$ cat config.mk
export PLATFORM = sky130hd
export DESIGN_NAME = ret_stack_ctrl_flat
export DESIGN_NICKNAME = d
export VERILOG_FILES = /design/src/rtl/rs_ctrl_pkg.sv /design/src/rtl/ret_stack_ctrl_if.sv /design/src/rtl/rs_req_fifo.sv /design/src/rtl/ret_stack_ctrl.sv /design/src/flat_wrapper.sv
export SDC_FILE = /design/constraint.sdc
export NUM_CORES = 1
export LEC_CHECK = 0
export ABC_AREA = 1
export CAP_MARGIN = 20
export CORE_MARGIN = 2
export CORE_UTILIZATION = 45
export CTS_CLUSTER_SIZE = 40
export DETAILED_ROUTE_END_ITERATION = 7
export PLACE_DENSITY = 0.85
export SLEW_MARGIN = 20
export SYNTH_ARGS = -nofsm -noshare
export SYNTH_HDL_FRONTEND = slang
export SYNTH_SLANG_ARGS = --single-unit
$ cat constraint.sdc
create_clock -name clk -period 4.25 [get_ports clk]
set_input_delay 0.425 -clock clk [delete_from_list [all_inputs] [get_ports clk]]
set_output_delay 0.425 -clock clk [all_outputs]
set_load 0.01 [all_outputs]
$ cat src/rtl/rs_ctrl_pkg.sv
// Shared types and constants for the return-stack request scheduler.
// Holds the stack entry geometry, the per-thread depth counter width and the
// queued request record carried through the per-thread request FIFOs.
package rs_ctrl_pkg;

    localparam int RS_DATA_W = 67;
    localparam int RS_LNK_W  = 5;
    localparam int RS_DEPTH  = 16;

    // Depth counter must represent 0..RS_DEPTH inclusive.
    localparam int DEPTH_W = $clog2(RS_DEPTH + 1);

    typedef struct packed {
        logic                 pop;
        logic [RS_DATA_W-1:0] data;
        logic [RS_LNK_W-1:0]  lnk;
        logic                 trace;
    } rs_req_t;

endpackage

$ cat src/rtl/ret_stack_ctrl_if.sv
// Bundle between branch prediction, the scheduler and the return stack.
// master: request/exception source and stack model side; slave: the scheduler.
// Carries per-thread requests, the stack strobes, pop responses and depth.
interface ret_stack_ctrl_if;
    import rs_ctrl_pkg::*;

    // request side, indexed by thread
    logic [1:0]                 req_vld;
    logic [1:0]                 req_pop;
    logic [1:0][RS_DATA_W-1:0]  req_data;
    logic [1:0][RS_LNK_W-1:0]   req_lnk;
    logic [1:0]                 req_trace;
    logic [1:0]                 req_rdy;

    // exception / redirect flush
    logic                       except;
    logic                       except_thread;

    // return stack side
    logic                       rs_except;
    logic                       rs_except_thread;
    logic                       rs_read_clkEn;
    logic                       rs_write_wen;
    logic                       rs_thread;
    logic [RS_DATA_W-1:0]       rs_write_data;
    logic [RS_LNK_W-1:0]        rs_write_lnk;
    logic                       rs_write_trace;
    logic [RS_DATA_W-1:0]       rs_read_data;

    // pop response and occupancy
    logic                       pop_rsp_vld;
    logic                       pop_rsp_thread;
    logic                       pop_rsp_empty;
    logic [RS_DATA_W-1:0]       pop_rsp_data;
    logic [1:0][DEPTH_W-1:0]    depth;

    modport master (
        output req_vld, req_pop, req_data, req_lnk, req_trace,
        input  req_rdy,
        output except, except_thread,
        input  rs_except, rs_except_thread, rs_read_clkEn, rs_write_wen,
        input  rs_thread, rs_write_data, rs_write_lnk, rs_write_trace,
        output rs_read_data,
        input  pop_rsp_vld, pop_rsp_thread, pop_rsp_empty, pop_rsp_data, depth
    );

    modport slave (
        input  req_vld, req_pop, req_data, req_lnk, req_trace,
        output req_rdy,
        input  except, except_thread,
        output rs_except, rs_except_thread, rs_read_clkEn, rs_write_wen,
        output rs_thread, rs_write_data, rs_write_lnk, rs_write_trace,
        input  rs_read_data,
        output pop_rsp_vld, pop_rsp_thread, pop_rsp_empty, pop_rsp_data, depth
    );

endinterface

$ cat src/rtl/rs_req_fifo.sv
// Per-thread request queue of Q_DEPTH rs_req_t entries with synchronous flush.
// Head is visible combinationally; a write becomes visible the cycle after.
// full blocks writes; no full-with-read or empty-queue bypass; flush wins.
module rs_req_fifo
    import rs_ctrl_pkg::*;
#(
    parameter int Q_DEPTH = 2
) (
    input  logic    clk,
    input  logic    rst_n,
    input  logic    flush,
    input  logic    wr_en,
    input  rs_req_t wr_dat,
    input  logic    rd_en,
    output rs_req_t rd_dat,
    output logic    full,
    output logic    empty
);
    localparam int PTR_W = (Q_DEPTH > 1) ? $clog2(Q_DEPTH) : 1;
    localparam int CNT_W = $clog2(Q_DEPTH + 1);

    rs_req_t            mem [Q_DEPTH];
    logic [PTR_W-1:0]   wr_ptr;
    logic [PTR_W-1:0]   rd_ptr;
    logic [CNT_W-1:0]   cnt;
    logic               wr_ok;
    logic               rd_ok;

    assign full   = (cnt == CNT_W'(Q_DEPTH));
    assign empty  = (cnt == '0);
    assign wr_ok  = wr_en && !full && !flush;
    assign rd_ok  = rd_en && !empty && !flush;
    assign rd_dat = mem[rd_ptr];

    function automatic logic [PTR_W-1:0] ptr_next(input logic [PTR_W-1:0] p);
        return (p == PTR_W'(Q_DEPTH - 1)) ? '0 : p + PTR_W'(1);
    endfunction

    always_ff @(posedge clk) begin
        if (wr_ok) begin
            mem[wr_ptr] <= wr_dat;
        end
    end

    always_ff @(posedge clk or negedge rst_n) begin
        if (!rst_n) begin
            wr_ptr <= '0;
            rd_ptr <= '0;
            cnt    <= '0;
        end else if (flush) begin
            wr_ptr <= '0;
            rd_ptr <= '0;
            cnt    <= '0;
        end else begin
            if (wr_ok) wr_ptr <= ptr_next(wr_ptr);
            if (rd_ok) rd_ptr <= ptr_next(rd_ptr);
            case ({wr_ok, rd_ok})
                2'b10:   cnt <= cnt + CNT_W'(1);
                2'b01:   cnt <= cnt - CNT_W'(1);
                default: cnt <= cnt;
            endcase
        end
    end

endmodule

$ cat src/rtl/ret_stack_ctrl.sv
// Round-robin scheduler of per-thread push/pop requests onto the return stack.
// Issue >= 1 cycle after enqueue; pop response registered one cycle after issue.
// req_rdy drops when a thread queue is full or that thread is being flushed.
//
// Ports: clk/rst_n (async active-low); bus (slave) carries the per-thread
// requests and req_rdy, except/except_thread, the rs_* stack strobes and
// read data, the pop_rsp_* response and the per-thread depth counters.
module ret_stack_ctrl
    import rs_ctrl_pkg::*;
#(
    parameter int Q_DEPTH = 2
) (
    input  logic            clk,
    input  logic            rst_n,
    ret_stack_ctrl_if.slave bus
);
    rs_req_t [1:0]              q_in;
    rs_req_t [1:0]              q_head;
    logic [1:0]                 q_full;
    logic [1:0]                 q_empty;
    logic [1:0]                 q_wr;
    logic [1:0]                 q_rd;
    logic [1:0]                 q_flush;
    logic [1:0]                 rdy;

    logic                       gnt_vld;
    logic                       gnt_thr;
    logic                       last_gnt;
    rs_req_t                    head;
    logic                       head_live;
    logic                       rd_en;
    logic                       wen;

    logic [1:0][DEPTH_W-1:0]    depth_q;
    logic                       rsp_vld_q;
    logic                       rsp_thr_q;
    logic                       rsp_empty_q;
    logic [RS_DATA_W-1:0]       rsp_data_q;

    // The flushed thread neither enqueues nor keeps anything queued.
    always_comb begin
        q_flush = '0;
        if (bus.except) q_flush[bus.except_thread] = 1'b1;
    end

    assign rdy         = ~q_full & ~q_flush;
    assign bus.req_rdy = rdy;
    assign q_wr        = bus.req_vld & rdy;

    always_comb begin
        for (int t = 0; t < 2; t++) begin
            q_in[t].pop   = bus.req_pop[t];
            q_in[t].data  = bus.req_data[t];
            q_in[t].lnk   = bus.req_lnk[t];
            q_in[t].trace = bus.req_trace[t];
        end
    end

    for (genvar t = 0; t < 2; t++) begin : g_q
        rs_req_fifo #(
            .Q_DEPTH (Q_DEPTH)
        ) u_fifo (
            .clk    (clk),
            .rst_n  (rst_n),
            .flush  (q_flush[t]),
            .wr_en  (q_wr[t]),
            .wr_dat (q_in[t]),
            .rd_en  (q_rd[t]),
            .rd_dat (q_head[t]),
            .full   (q_full[t]),
            .empty  (q_empty[t])
        );
    end

    // Grant: lone candidate wins; on a tie the thread not granted last wins.
    // An exception cycle grants nothing so no strobe meets rs_except.
    always_comb begin
        gnt_vld = 1'b0;
        gnt_thr = 1'b0;
        if (!bus.except) begin
            case (~q_empty)
                2'b01: begin
                    gnt_vld = 1'b1;
                    gnt_thr = 1'b0;
                end
                2'b10: begin
                    gnt_vld = 1'b1;
                    gnt_thr = 1'b1;
                end
                2'b11: begin
                    gnt_vld = 1'b1;
                    gnt_thr = ~last_gnt;
                end
                default: begin
                    gnt_vld = 1'b0;
                    gnt_thr = 1'b0;
                end
            endcase
        end
        head      = q_head[gnt_thr];
        head_live = (depth_q[gnt_thr] != '0);
        q_rd      = '0;
        if (gnt_vld) q_rd[gnt_thr] = 1'b1;
    end

    // A pop on an empty stack is dequeued without touching the stack.
    assign rd_en = gnt_vld && head.pop && head_live;
    assign wen   = gnt_vld && !head.pop;

    assign bus.rs_except        = bus.except;
    assign bus.rs_except_thread = bus.except_thread;
    assign bus.rs_read_clkEn    = rd_en;
    assign bus.rs_write_wen     = wen;
    assign bus.rs_thread        = gnt_thr;
    assign bus.rs_write_data    = wen ? head.data  : '0;
    assign bus.rs_write_lnk     = wen ? head.lnk   : '0;
    assign bus.rs_write_trace   = wen ? head.trace : 1'b0;

    always_ff @(posedge clk or negedge rst_n) begin
        if (!rst_n) begin
            last_gnt    <= 1'b1;
            depth_q     <= '0;
            rsp_vld_q   <= 1'b0;
            rsp_thr_q   <= 1'b0;
            rsp_empty_q <= 1'b0;
            rsp_data_q  <= '0;
        end else begin
            if (gnt_vld) last_gnt <= gnt_thr;

            // Push saturates: the stack itself wraps and drops its oldest entry.
            for (int t = 0; t < 2; t++) begin
                if (q_flush[t]) begin
                    depth_q[t] <= '0;
                end else if (gnt_vld && (gnt_thr == 1'(t))) begin
                    if (head.pop) begin
                        if (head_live) depth_q[t] <= depth_q[t] - DEPTH_W'(1);
                    end else if (depth_q[t] != DEPTH_W'(RS_DEPTH)) begin
                        depth_q[t] <= depth_q[t] + DEPTH_W'(1);
                    end
                end
            end

            rsp_vld_q   <= gnt_vld && head.pop;
            rsp_thr_q   <= gnt_thr;
            rsp_empty_q <= gnt_vld && head.pop && !head_live;
            rsp_data_q  <= rd_en ? bus.rs_read_data : '0;
        end
    end

    // A response for a thread flushed in the cycle it is presented is discarded.
    assign bus.pop_rsp_vld    = rsp_vld_q && !(bus.except && (bus.except_thread == rsp_thr_q));
    assign bus.pop_rsp_thread = rsp_thr_q;
    assign bus.pop_rsp_empty  = rsp_empty_q;
    assign bus.pop_rsp_data   = rsp_data_q;
    assign bus.depth          = depth_q;

endmodule

$ cat src/flat_wrapper.sv
// flat-port wrapper written by rule: the top's interface ports become plain ports
module ret_stack_ctrl_flat import rs_ctrl_pkg::*;
#(
    parameter int Q_DEPTH = 2
)
  (clk, rst_n, bus_req_vld, bus_req_pop, bus_req_data, bus_req_lnk, bus_req_trace, bus_req_rdy, bus_except, bus_except_thread, bus_rs_except, bus_rs_except_thread, bus_rs_read_clkEn, bus_rs_write_wen, bus_rs_thread, bus_rs_write_data, bus_rs_write_lnk, bus_rs_write_trace, bus_rs_read_data, bus_pop_rsp_vld, bus_pop_rsp_thread, bus_pop_rsp_empty, bus_pop_rsp_data, bus_depth);
  ret_stack_ctrl_if bus_i ();
  input  logic clk;
  input  logic rst_n;
  input wire logic [$bits(bus_i.req_vld)-1:0] bus_req_vld;
  input wire logic [$bits(bus_i.req_pop)-1:0] bus_req_pop;
  input wire logic [$bits(bus_i.req_data)-1:0] bus_req_data;
  input wire logic [$bits(bus_i.req_lnk)-1:0] bus_req_lnk;
  input wire logic [$bits(bus_i.req_trace)-1:0] bus_req_trace;
  output wire logic [$bits(bus_i.req_rdy)-1:0] bus_req_rdy;
  input wire logic [$bits(bus_i.except)-1:0] bus_except;
  input wire logic [$bits(bus_i.except_thread)-1:0] bus_except_thread;
  output wire logic [$bits(bus_i.rs_except)-1:0] bus_rs_except;
  output wire logic [$bits(bus_i.rs_except_thread)-1:0] bus_rs_except_thread;
  output wire logic [$bits(bus_i.rs_read_clkEn)-1:0] bus_rs_read_clkEn;
  output wire logic [$bits(bus_i.rs_write_wen)-1:0] bus_rs_write_wen;
  output wire logic [$bits(bus_i.rs_thread)-1:0] bus_rs_thread;
  output wire logic [$bits(bus_i.rs_write_data)-1:0] bus_rs_write_data;
  output wire logic [$bits(bus_i.rs_write_lnk)-1:0] bus_rs_write_lnk;
  output wire logic [$bits(bus_i.rs_write_trace)-1:0] bus_rs_write_trace;
  input wire logic [$bits(bus_i.rs_read_data)-1:0] bus_rs_read_data;
  output wire logic [$bits(bus_i.pop_rsp_vld)-1:0] bus_pop_rsp_vld;
  output wire logic [$bits(bus_i.pop_rsp_thread)-1:0] bus_pop_rsp_thread;
  output wire logic [$bits(bus_i.pop_rsp_empty)-1:0] bus_pop_rsp_empty;
  output wire logic [$bits(bus_i.pop_rsp_data)-1:0] bus_pop_rsp_data;
  output wire logic [$bits(bus_i.depth)-1:0] bus_depth;
  assign bus_i.req_vld = bus_req_vld;
  assign bus_i.req_pop = bus_req_pop;
  assign bus_i.req_data = bus_req_data;
  assign bus_i.req_lnk = bus_req_lnk;
  assign bus_i.req_trace = bus_req_trace;
  assign bus_req_rdy = bus_i.req_rdy;
  assign bus_i.except = bus_except;
  assign bus_i.except_thread = bus_except_thread;
  assign bus_rs_except = bus_i.rs_except;
  assign bus_rs_except_thread = bus_i.rs_except_thread;
  assign bus_rs_read_clkEn = bus_i.rs_read_clkEn;
  assign bus_rs_write_wen = bus_i.rs_write_wen;
  assign bus_rs_thread = bus_i.rs_thread;
  assign bus_rs_write_data = bus_i.rs_write_data;
  assign bus_rs_write_lnk = bus_i.rs_write_lnk;
  assign bus_rs_write_trace = bus_i.rs_write_trace;
  assign bus_i.rs_read_data = bus_rs_read_data;
  assign bus_pop_rsp_vld = bus_i.pop_rsp_vld;
  assign bus_pop_rsp_thread = bus_i.pop_rsp_thread;
  assign bus_pop_rsp_empty = bus_i.pop_rsp_empty;
  assign bus_pop_rsp_data = bus_i.pop_rsp_data;
  assign bus_depth = bus_i.depth;
  ret_stack_ctrl #(.Q_DEPTH(Q_DEPTH)) u_core (.clk(clk), .rst_n(rst_n), .bus(bus_i));
endmodule
# ---- Word level (Yosys, flattened, before mapping)
# Memories as Yosys holds them, arrays and structs flattened.
# Cells that the tools add are included.
dict set report word_totals {
  regBits 89
  mem_bits_rw 296
  in_bits 221
  output_inout_bits 160
  mem_count 2
}
# memory depth width rd rd_clocked_by_memory_dff wr line_no
set mem_list {}
lappend mem_list {{u_core.g_q[0].u_fifo.mem} 2 74 1 0 1 rs_req_fifo.sv:22} ;# rs_req_t mem [Q_DEPTH];
lappend mem_list {{u_core.g_q[1].u_fifo.mem} 2 74 1 0 1 rs_req_fifo.sv:22}
dict set report classes {
  addsub 12
  n_lt_le_gt_ge 4
  eq_ne 14
  muxes 48
  bitwise 7
  n_reduce_logical 43
}
# op count
set op_table {}
lappend op_table {{two-way mux 74 bit} 2}
lappend op_table {{two-way mux 67 bit} 2}
lappend op_table {{two-way mux 5 bit} 13}
lappend op_table {{two-way mux 1 bit} 22}
lappend op_table {{logical AND 1 bit} 18}
lappend op_table {{equality test 2 bit (second input constant)} 6}
lappend op_table {{nonzero test 2 bit} 6}
lappend op_table {{nonzero test 3 bit} 4}
lappend op_table {{adder 5 x 1 -> 5 bit (second input constant)} 2}
lappend op_table {{!= test 5 bit (second input constant)} 2}
lappend op_table {{subtractor 5 x 1 -> 5 bit (second input constant)} 2}
lappend op_table {{logical NOT 1 bit} 9}
lappend op_table {{two-way mux 2 bit} 4}
lappend op_table {{case mux 2 bit (2 select lines)} 2}
lappend op_table {{equality test 2 x 1 -> 1 bit (second input constant)} 3}
lappend op_table {{!= test 3 x 2 -> 1 bit (second input constant)} 2}
lappend op_table {{NOT 2 bit} 3}
lappend op_table {{AND reduction 3 bit} 2}
lappend op_table {{nonzero test 5 bit} 1}
lappend op_table {{adder 1 bit (second input constant)} 4}
lappend op_table {{adder 2 x 1 -> 2 bit (second input constant)} 2}
lappend op_table {{AND 2 bit} 2}
lappend op_table {{logical NOT 2 bit} 2}
lappend op_table {{< comparator 1 x 2 -> 1 bit (second input constant)} 2}
lappend op_table {{other kinds (7)} 11}

# ---- Longest topological paths before layout
# Gate-level depths: netlist of the first run.
dict set report logic_depth {
  word_depth 15
  mapped_depth 16
  mapped_depth_nobuf 16
}

# ---- By module
# Synthesis of the first run repeated with hierarchy kept, for this count alone.
dict set report unflattened {
  cells_unflattened 1467
  area_unflattened_um2 15748.9
}
# mod n_inst cells_per_inst area_per_inst_um2
set by_module_without_submodules {}
lappend by_module_without_submodules {rs_req_fifo 2 429 5650.4}
lappend by_module_without_submodules {ret_stack_ctrl 1 609 4448.0}

# ---- Worst setup path before layout of the first run
# Ideal clock, no wire load.
dict set report synth_timing {
  path_type {input-to-reg}
  startpoint {input bus_except_thread}
  endpoint {memory u_core.g_q[1].u_fifo.mem[0][0] in the netlist's numbering, enable pin}
  setup_time_ps 507
  arrival_time_ps 4190
  t_required_ps 3743
  path_slack_ps -447
  cell_stages 5
  n_path_buf 0
  cell_sequence {nand2_1 > inv_1 > a21oi_1 > nand2_1 > nor2_1}
}
dict set report synth_between {
  elab_chain_cells 12
  elab_cells_between_ends 14
  cone_classes {order compare: 2; mux: 5; bitwise: 3; reduce/logical: 4}
}
# item line_no
set synth_lines {}
lappend synth_lines {{start, declared} flat_wrapper.sv:17} ;# input wire logic [$bits(bus_i.except_thread)-1:0] bus_except_thread;
lappend synth_lines {{< comparator 1 x 2 -> 1 bit (implied by the code) / >= comparator 1 bit (equally long branches)} ret_stack_ctrl.sv:43} ;# if (bus.except) q_flush[bus.except_thread] = 1'b1;
lappend synth_lines {{logical AND 1 bit (implied by the code)} ret_stack_ctrl.sv:43}
lappend synth_lines {{two-way mux 1 bit (implied by the code)} ret_stack_ctrl.sv:43}
lappend synth_lines {{demux 1 bit (select 1 bit) (*)} n/a}
lappend synth_lines {{two-way mux 2 bit (*)} ret_stack_ctrl.sv:43}
lappend synth_lines {{NOT 2 bit (*)} ret_stack_ctrl.sv:46} ;# assign rdy = ~q_full & ~q_flush;
lappend synth_lines {{AND 2 bit (*)} ret_stack_ctrl.sv:46}
lappend synth_lines {{named net bus_req_rdy[1]} flat_wrapper.sv:15} ;# output wire logic [$bits(bus_i.req_rdy)-1:0] bus_req_rdy;
lappend synth_lines {{AND 2 bit (*)} ret_stack_ctrl.sv:48} ;# assign q_wr = bus.req_vld & rdy;
lappend synth_lines {{logical AND 1 bit (*) (2 in series)} rs_req_fifo.sv:31} ;# assign wr_ok = wr_en && !full && !flush;
lappend synth_lines {{two-way mux 1 bit (*)} rs_req_fifo.sv:40} ;# if (wr_ok) begin
lappend synth_lines {{two-way mux 1 bit (implied by the code) (*)} rs_req_fifo.sv:41} ;# mem[wr_ptr] <= wr_dat;
lappend synth_lines {{end, declared} rs_req_fifo.sv:22}
# The timed path passes the listed nets; every way through them passes the cells marked *.

# ---- Worst setup path after layout of the first run
dict set report layout_timing {
  startpoint {register u_core.g_q[1].u_fifo.rd_ptr}
  endpoint {output bus_rs_write_data[52]}
}
dict set report layout_between {
  elab_chain_cells 6
}
# item line_no
set layout_lines {}
lappend layout_lines {{start, declared} rs_req_fifo.sv:24} ;# logic [PTR_W-1:0] rd_ptr;
lappend layout_lines {{start signal, assigned} rs_req_fifo.sv:56} ;# if (rd_ok) rd_ptr <= ptr_next(rd_ptr);
lappend layout_lines {{memory (2 x 74 bit) (*)} n/a}
lappend layout_lines {{two-way mux 74 bit (implied by the code) (*) (2 in series)} ret_stack_ctrl.sv:100} ;# head = q_head[gnt_thr];
lappend layout_lines {{logical NOT 1 bit} ret_stack_ctrl.sv:108} ;# assign wen = gnt_vld && !head.pop;
lappend layout_lines {{logical AND 1 bit} ret_stack_ctrl.sv:108}
lappend layout_lines {{two-way mux 67 bit (*)} ret_stack_ctrl.sv:115} ;# assign bus.rs_write_data = wen ? head.data : '0;
lappend layout_lines {{end, declared} flat_wrapper.sv:23} ;# output wire logic [$bits(bus_i.rs_write_data)-1:0] bus_rs_write_data;
# Mark *: on every way between the ends. The rest lies on a longest branch, timed or not. The select of a mux whose other input is x is not followed.

==> results of run 1 <==
## critical path, stage by stage (launching register included)
cell and delay, ns:
sky130_fd_sc_hd__dfrtp_2 0.42, sky130_fd_sc_hd__inv_2 0.50, sky130_fd_sc_hd__nand2_1 0.12, sky130_fd_sc_hd__nand2_1 0.15, sky130_fd_sc_hd__nand3_1 0.16, sky130_fd_sc_hd__nand2_2 0.26
sky130_fd_sc_hd__nor2_4 0.06, sky130_fd_sc_hd__buf_12 0.18, sky130_fd_sc_hd__o21a_1 0.24, sky130_fd_sc_hd__clkdlybuf4s50_1 0.50
## power groups by stage
stage / logic [mW] / clock network, mW / registers (mW)
2_1_floorplan: 2.41 / 0 / 5.21
3_3_place_gp: 4.38 / 0 / 5.08
3_5_place_dp: 4.48 / 0 / 5.12
4_1_cts: 4.52 / 3.48 / 5.05
5_1_grt: 4.88 / 3.62 / 5.11
6_report: 4.48 / 3.42 / 5.05
## cell type report
| type | instances | area, um2 | share of cell area |
|---|---|---|---|
| inverters | 111 | 417 | 0.0199 |
| diodes | 2 | 5.00 | 0.000239 |
| multi-input cells | 732 | 3530 | 0.169 |
| clock inverters | 25 | 190 | 0.00910 |
| flip-flops and latches | 385 | 11100 | 0.532 |
| repair buffers | 401 | 3990 | 0.191 |
| well taps | 448 | 561 | 0.0268 |
| clock buffers | 47 | 1100 | 0.0526 |
## kinds of logic (layout without fill, tap and decap cells)
logic type                 count (synthesis)  after routing
buffers and inverters                    176            584
and+or+nand+nor                          480            480
AOI/OAI and AO/OA                        239            239
DFF                                      385            385
xor gates and xnor gates                   5              5
adders and majority gates                  8              8
other                                      0              2
## flip-flops by register name (all words and copies together) (netlist names)
signal	count
u_core.g_q.u_fifo.cnt	4
u_core.bus.pop_rsp_data	67
u_core.g_q.u_fifo.rd_ptr	2
u_core.bus.pop_rsp_thread	1
u_core.bus.depth	10
u_core.g_q.u_fifo.wr_ptr	2
u_core.bus.pop_rsp_empty	1
u_core.rsp_vld_q	1
u_core.last_gnt	1
u_core.g_q.u_fifo.mem	296
## metal layers
layer  vias to the layer above  wire length, um  track usage
li1                       5100                -            -
met1                      5415            15900        0.272
met2                       566            21200        0.406
met3                        94             3480       0.0587
met4                         4             1360       0.0922
met5                         -               26            0
## synth_stat cells, drive strengths merged
cell	n	area, um2
clkbuf	41	154
buf	24	164
xnor2	3	26.3
o21ai	15	78.8
o21a	73	548
ha	8	100
edfxtp	296	8890
nand2	367	1390
dfrtp	88	2200
xor2	2	17.5
a21oi	149	746
nand4	2	12.5
inv	111	417
o31ai	1	7.51
nand3b	2	15.0
nand3	27	135
o22ai	1	6.26
nor2	81	389
dfstp	1	26.3
nor3	1	16.3
## through the flow
stage,cells,setup slack [ns]
floorplan,1293,-0.447
CTS,2149,0.551
global route,2150,0.417
finish,2151,0.559
global placement,2076,0.775
detailed placement,2076,0.754
## final timing paths
| kind | from | to | slack, ns | cells after the start |
|---|---|---|---|---|
| min in group asynchronous | rst_n | u_core.bus.pop_rsp_thread | 0.52 | 2 |
| min | bus_rs_read_data[66] | u_core.bus.pop_rsp_data[66] | 0.41 | 3 |
| min reg2reg | u_core.last_gnt | u_core.last_gnt | 0.48 | 2 |
| max | u_core.g_q[1].u_fifo.rd_ptr | bus_rs_write_data[52] | 0.56 | 9 |
| max in group asynchronous | rst_n | u_core.bus.pop_rsp_data[37] | 2.84 | 3 |
| max reg2reg | u_core.g_q[1].u_fifo.cnt[1] | u_core.g_q[0].u_fifo.cnt[1] | 1.60 | 10 |
## what timing repair did
action | 4_1_cts | 5_1_grt
setup endpoints to repair | 0 | 0
hold endpoints to repair | 55 | 0
hold buffers | 1 | 0
==> summary.log, run 1 <==
qor: global_routing.grt_overflow 0
qor: place.placement.io_buffers 380
qor: detailed_routing.routedWlPerCell 19.5 um
qor: status.status finished clean
qor: power_and_ir_drop.swShare 0.339
qor: power_and_ir_drop.static-leakage-power 8.26 nW
qor: cells_and_area.finalCoreUtilization 0.623
qor: die.die_w 189 um
qor: clock_network.tritoncts.num_buffers 40
qor: synthesis.yosys_register_bits 385
qor: detailed_routing.routed_via_density 5.20
qor: timing.minimum_clock_period_after_layout 3.69 ns
qor: synthesis.synthSimpleGateAreaFrac 0.128
qor: global_routing.gr-usage-all-layers 0.231
qor: critical_path.startpoint_class_of_the_critical_path flop
qor: detailed_routing.drt_first_iter_violations 800
qor: detailed_routing.routed-via-count 11179
qor: timing.tns 0 ns
qor: synthesis.net_count_after_synthesis 1522
qor: critical_path.cp-end-kind output pin
qor: cells_and_area.fillers 2499
qor: global_routing.grt_pass1_vias 11538
qor: timing.grt_setup_unrepaired false
qor: synthesis.synth_xor_area_frac 0.00285
qor: detailed_routing.drt_pre_antenna_iters 5
qor: timing.worst_clock_skew 0.0212 ns
qor: power_and_ir_drop.internal_power 8.56 mW
qor: cells_and_area.design.final.nets 1900
qor: detailed_routing.post-route-drc-count 0
qor: synthesis.synth_top_family_by_area simple AND/OR/NAND/NOR gates
qor: die.floorplan.initialDensity 0.457
qor: synthesis.post_synth_mux_area_share 0
qor: synthesis.synth.avg_cell_area 11.9 um2
qor: detailed_routing.route.final.wire_length 42000 um
qor: synthesis.synth-adder-area-share 0.00653
qor: power_and_ir_drop.comb_power_share 0.346
qor: timing.slew_headroom 0.336
qor: timing.setup_viol 0
qor: run.max_cap_viol_count 0
qor: die.core_area 0.0335 mm2
qor: synthesis.synthesized_area_fraction_occupied_by_ao_oa_aoi_and_oai_cells 0.0904
qor: power_and_ir_drop.clock_power_share 0.264
qor: critical_path.worst_ep_arrival_time 3.27 ns
qor: timing.finalMaxSlewViolations 0
qor: cells_and_area.final_layout_size_suffix_gt1_frac 0.0800
qor: min_path.worst_hold_path_type in2reg
qor: die.fp.dieH 189 um
qor: clock_network.max-clock-path-buffers 3
qor: cells_and_area.area_delta_synth_final 36.3%
qor: global_routing.grt_first_pass_wirelength 63300 um
qor: place.post_dp_cell_area 0.0196 mm2
qor: die.io-pin-count 381
qor: timing.finalCritPeriodShare 0.868
qor: critical_path.worst_ep_required_time 3.83 ns
qor: clock_network.worstSkewPairLatency 0.54 ns
qor: global_routing.grt_antenna_before_repair 4
qor: power_and_ir_drop.seqPwrFrac 0.390
qor: timing.timing_hold_violations_final 0
qor: synthesis.synth_warnings 0
qor: clock_network.clkSlewWorstSetupHoldPaths 0.06 ns
qor: clock_network.clk_root_buf sky130_fd_sc_hd__clkbuf_16
qor: synthesis.ys_types 30
qor: power_and_ir_drop.finalPower 13.0 mW
qor: die.fp.dieArea 0.0356 mm2
qor: global_routing.pin_count_of_the_biggest_net_entering_global_routing 75
qor: timing.tightestPinTransition 0.994 ns
qor: detailed_routing.ant_nets 0
qor: clock_network.clock_tree.htree_level_count 2
qor: critical_path.crit_path_max_fanout 74
qor: cells_and_area.final_common_cell sky130_fd_sc_hd__clkdlybuf4s50_1
qor: cells_and_area.cell_area_after_layout 0.0209 mm2
qor: synthesis.synth_cells 1293
qor: clock_network.tritoncts done
qor: power_and_ir_drop.peakVddDrop 0.456 mV
qor: critical_path.setup.worst_path.class reg2out
qor: clock_network.post_cts_resized 0
qor: power_and_ir_drop.power.net_switching 4.40 mW
qor: cells_and_area.layout.cells.most_common_list sky130_fd_sc_hd__clkdlybuf4s50_1 (379), sky130_fd_sc_hd__nand2_1 (364), sky130_fd_sc_hd__edfxtp_1 (296)
qor: timing.worst_hold_slack 0.406 ns
qor: power_and_ir_drop.areal_power_density_over_the_cells 620 mW/mm2
qor: die.num_rows 67
qor: place.gp_congestion 0.912
qor: clock_network.setup_fix_bufs_post_cts 0
qor: clock_network.cts.sinks 385
qor: synthesis.syn_area 0.0153 mm2
qor: place.place_hpwl 27000 um
qor: timing.fmax 271 MHz
qor: synthesis.synth-seq-area-share 0.725
Note: power is estimated with default switching activity, not from simulation.
==> inputs of run 2 (changes only) <==
--- a/config.mk
+++ b/config.mk
@@ -12,7 +12,9 @@
 export CTS_CLUSTER_SIZE = 40
 export DETAILED_ROUTE_END_ITERATION = 7
 export PLACE_DENSITY = 0.85
+export SETUP_SLACK_MARGIN = 0.4
 export SLEW_MARGIN = 20
 export SYNTH_ARGS = -nofsm -noshare
 export SYNTH_HDL_FRONTEND = slang
+export SYNTH_HIERARCHICAL = 1
 export SYNTH_SLANG_ARGS = --single-unit
==> run 2 against run 1 <==
Effect of this change:
- combinational power up 1%
- total power up 0.12%
- first-iteration DRC count fell by 9.8%
- clock-buffer cell count up 6
==> summary.log, run 2 <==
qor: clock_network.clkSlewWorstSetupHoldPaths 0.06 ns
qor: detailed_routing.route.final.wire_length 42700 um
qor: power_and_ir_drop.clock_power_share 0.266
qor: synthesis.synth_top_cells_by_count sky130_fd_sc_hd__nand2_1 (665), sky130_fd_sc_hd__edfxtp_1 (296), sky130_fd_sc_hd__inv_1 (100)
qor: timing.tns 0 ns
qor: critical_path.setup.worst_path.class reg2out
qor: detailed_routing.routed-via-count 11740
qor: global_routing.grt_pass1_vias 12035
qor: critical_path.crit_path_max_fanout 80
qor: global_routing.grt_first_pass_wirelength 64700 um
qor: status.status finished clean
qor: clock_network.worstSkewPairLatency 0.53 ns
qor: detailed_routing.routedWlPerCell 18.3 um
qor: synthesis.netlist.top_cell.by_area sky130_fd_sc_hd__edfxtp_1
qor: global_routing.gr-usage-all-layers 0.231
qor: detailed_routing.routed_via_density 5.03
qor: die.core_area 0.0345 mm2
qor: die.fp.dieH 191 um
qor: power_and_ir_drop.power.net_switching 4.47 mW
qor: critical_path.worst_ep_arrival_time 3.24 ns
qor: power_and_ir_drop.static-leakage-power 9.01 nW
qor: die.floorplan.initialDensity 0.456
qor: critical_path.worst_ep_required_time 3.83 ns
qor: cells_and_area.final_layout_size_suffix_gt1_frac 0.0713
qor: global_routing.pin_count_of_the_biggest_net_entering_global_routing 81
qor: power_and_ir_drop.areal_power_density_over_the_cells 607 mW/mm2
qor: synthesis.ys_async_sr_fraction 0.231
qor: synthesis.synth_ff_type sky130_fd_sc_hd__edfxtp_1
qor: clock_network.tritoncts done
qor: clock_network.clock_tree.htree_level_count 2
qor: cells_and_area.area_delta_synth_final 35.7%
qor: power_and_ir_drop.comb_power_share 0.349
qor: synthesis.synth-seq-area-share 0.706
qor: synthesis.net_count_after_synthesis 1698
qor: global_routing.grt_antenna_before_repair 1
qor: synthesis.netlist.area_leader.share 0.564
qor: timing.slew_headroom 0.377
qor: synthesis.ys_types 30
qor: synthesis.synth_top_cells_by_area sky130_fd_sc_hd__edfxtp_1 (56%), sky130_fd_sc_hd__nand2_1 (16%), sky130_fd_sc_hd__dfrtp_1 (14%), sky130_fd_sc_hd__a21oi_1 (2.5%), sky130_fd_sc_hd__inv_1 (2.4%)
qor: die.die_w 191 um
qor: timing.fmax 273 MHz
qor: critical_path.cp-end-kind output pin
qor: detailed_routing.drt_pre_antenna_iters 8
qor: synthesis.syn_area 0.0157 mm2
qor: power_and_ir_drop.internal_power 8.51 mW
qor: synthesis.synth_cells 1467
qor: place.placement.setup.worst_slack 0.450 ns
qor: timing.tightestPinTransition 0.935 ns
qor: timing.setup_viol 0
qor: clock_network.clk_root_buf sky130_fd_sc_hd__clkbuf_16
qor: clock_network.cts.sinks 385
qor: min_path.worst_hold_path_type in2reg
qor: place.placement.io_buffers 380
qor: min_path.min_path_cells 3
qor: die.num_rows 68
qor: power_and_ir_drop.seqPwrFrac 0.385
qor: cells_and_area.layout.cells.most_common_list sky130_fd_sc_hd__nand2_1 (665), sky130_fd_sc_hd__clkdlybuf4s50_1 (379), sky130_fd_sc_hd__edfxtp_1 (296)
qor: synthesis.synth.avg_cell_area 10.7 um2
qor: timing.timing_hold_violations_final 0
qor: cells_and_area.final_common_cell sky130_fd_sc_hd__nand2_1
qor: timing.finalCritPeriodShare 0.862
qor: cells_and_area.largest_reg_flops 296
qor: die.io-pin-count 381
qor: global_routing.grt_overflow 0
qor: run.max_cap_viol_count 0
qor: critical_path.ff2ff_path_depth 13
qor: synthesis.synth-edff-count 296
qor: synthesis.synth_warnings 6
qor: timing.minimum_clock_period_after_layout 3.66 ns
qor: timing.grt_setup_unrepaired false
qor: detailed_routing.ant_nets 0
qor: detailed_routing.drt_first_iter_violations 722
qor: timing.finalWorstSetupSlack 0.588 ns
qor: critical_path.startpoint_class_of_the_critical_path flop
qor: place.place_hpwl 28600 um
qor: synthesis.post-synth-top-count-cell sky130_fd_sc_hd__nand2_1
qor: cells_and_area.largest_register_by_flop_count u_core/g_q.u_fifo/mem
qor: synthesis.yosys_register_bits 385
qor: timing.finalMaxSlewViolations 0
qor: power_and_ir_drop.peakVddDrop 0.395 mV
qor: cells_and_area.design.final.nets 2079
qor: clock_network.max-clock-path-buffers 3
qor: die.fp.dieArea 0.0365 mm2
qor: detailed_routing.post-route-drc-count 0
qor: timing.worst_clock_skew 0.0115 ns
qor: clock_network.tritoncts.num_buffers 41
qor: place.gp_congestion 0.881
qor: power_and_ir_drop.swShare 0.344
[run 2: routing by layer]
metal | up-vias | wire length [um] | track usage
met5 | - | 13 | 0
met4 | 2 | 1310 | 0.0769
met3 | 89 | 3760 | 0.0562
met2 | 581 | 21900 | 0.421
met1 | 5584 | 15700 | 0.265
li1 | 5484 | - | -
[run 2: final timing paths]
path	start	to	slack [ns]
worst min register to register	u_core/last_gnt	u_core/last_gnt	0.49
worst max register to register	u_core/g_q[0].u_fifo/cnt[0]	u_core/bus.pop_rsp_data[58]	1.06
max in group asynchronous	rst_n	u_core/bus.pop_rsp_data[48]	2.82
worst min-delay path	bus_rs_read_data[64]	u_core/bus.pop_rsp_data[64]	0.41
worst max-delay path	u_core/g_q[0].u_fifo/cnt[0]	bus_rs_write_data[62]	0.59
min in group asynchronous	rst_n	u_core/bus.depth[2]	0.48
[run 2: area by class of cell]
cell class | count | area, um2
multi-input cells | 909 | 3930
fillers | 2641 | 13200
clock inverters | 21 | 166
well taps | 455 | 569
clock buffers | 53 | 1140
diodes | 1 | 2.50
flip-flops and latches | 385 | 11100
inverters | 109 | 417
repair buffers | 402 | 4030
[run 2: kinds of logic after synthesis]
family / share of synthesized area
buf+inv: 0.0465
simple gates: 0.207
fa+ha+maj: 0.00890
flops: 0.706
compound gates: 0.0300
xor+xnor: 0.00167
[run 2: power groups by stage]
stage / sequential [mW] / combinational [mW] / clock, mW
6_report: 4.99 / 4.53 / 3.45
5_1_grt: 5.04 / 4.98 / 3.69
4_1_cts: 4.99 / 4.55 / 3.52
3_5_place_dp: 5.06 / 4.50 / 0
3_3_place_gp: 5.02 / 4.37 / 0
2_1_floorplan: 5.12 / 2.46 / 0
[run 2: per-stage QoR]
step	cell area [um2]	std cells	power, mW	util	hold slack (ns)
2_1_floorplan	15800	1467	7.57	-	0.129
3_3_place_gp	20000	2259	9.39	0.580	0.462
3_5_place_dp	20000	2259	9.56	0.580	0.480
4_1_cts	21400	2334	13.1	0.618	0.386
5_1_grt	21400	2334	13.7	0.619	0.403
6_report	21400	2335	13.0	0.619	0.414
[run 2: worst max-delay path: stages (launching register included)]
cell                              delay, ns
sky130_fd_sc_hd__dfrtp_1               0.42
sky130_fd_sc_hd__nor2_1                0.25
sky130_fd_sc_hd__inv_1                 0.08
sky130_fd_sc_hd__nand2_1               0.15
sky130_fd_sc_hd__nand2_4               0.09
sky130_fd_sc_hd__buf_12                0.23
sky130_fd_sc_hd__inv_2                 0.10
sky130_fd_sc_hd__buf_4                 0.35
sky130_fd_sc_hd__nand2_1               0.23
sky130_fd_sc_hd__a21oi_1               0.21
sky130_fd_sc_hd__clkdlybuf4s50_1       0.57
[run 2: repair_timing]
item,CTS,global route
gates cloned,0,0
resized for setup,2,3
hold buffers,1,0
setup endpoints to repair,31,49
hold endpoints to repair,51,0
buffers inserted,0,0
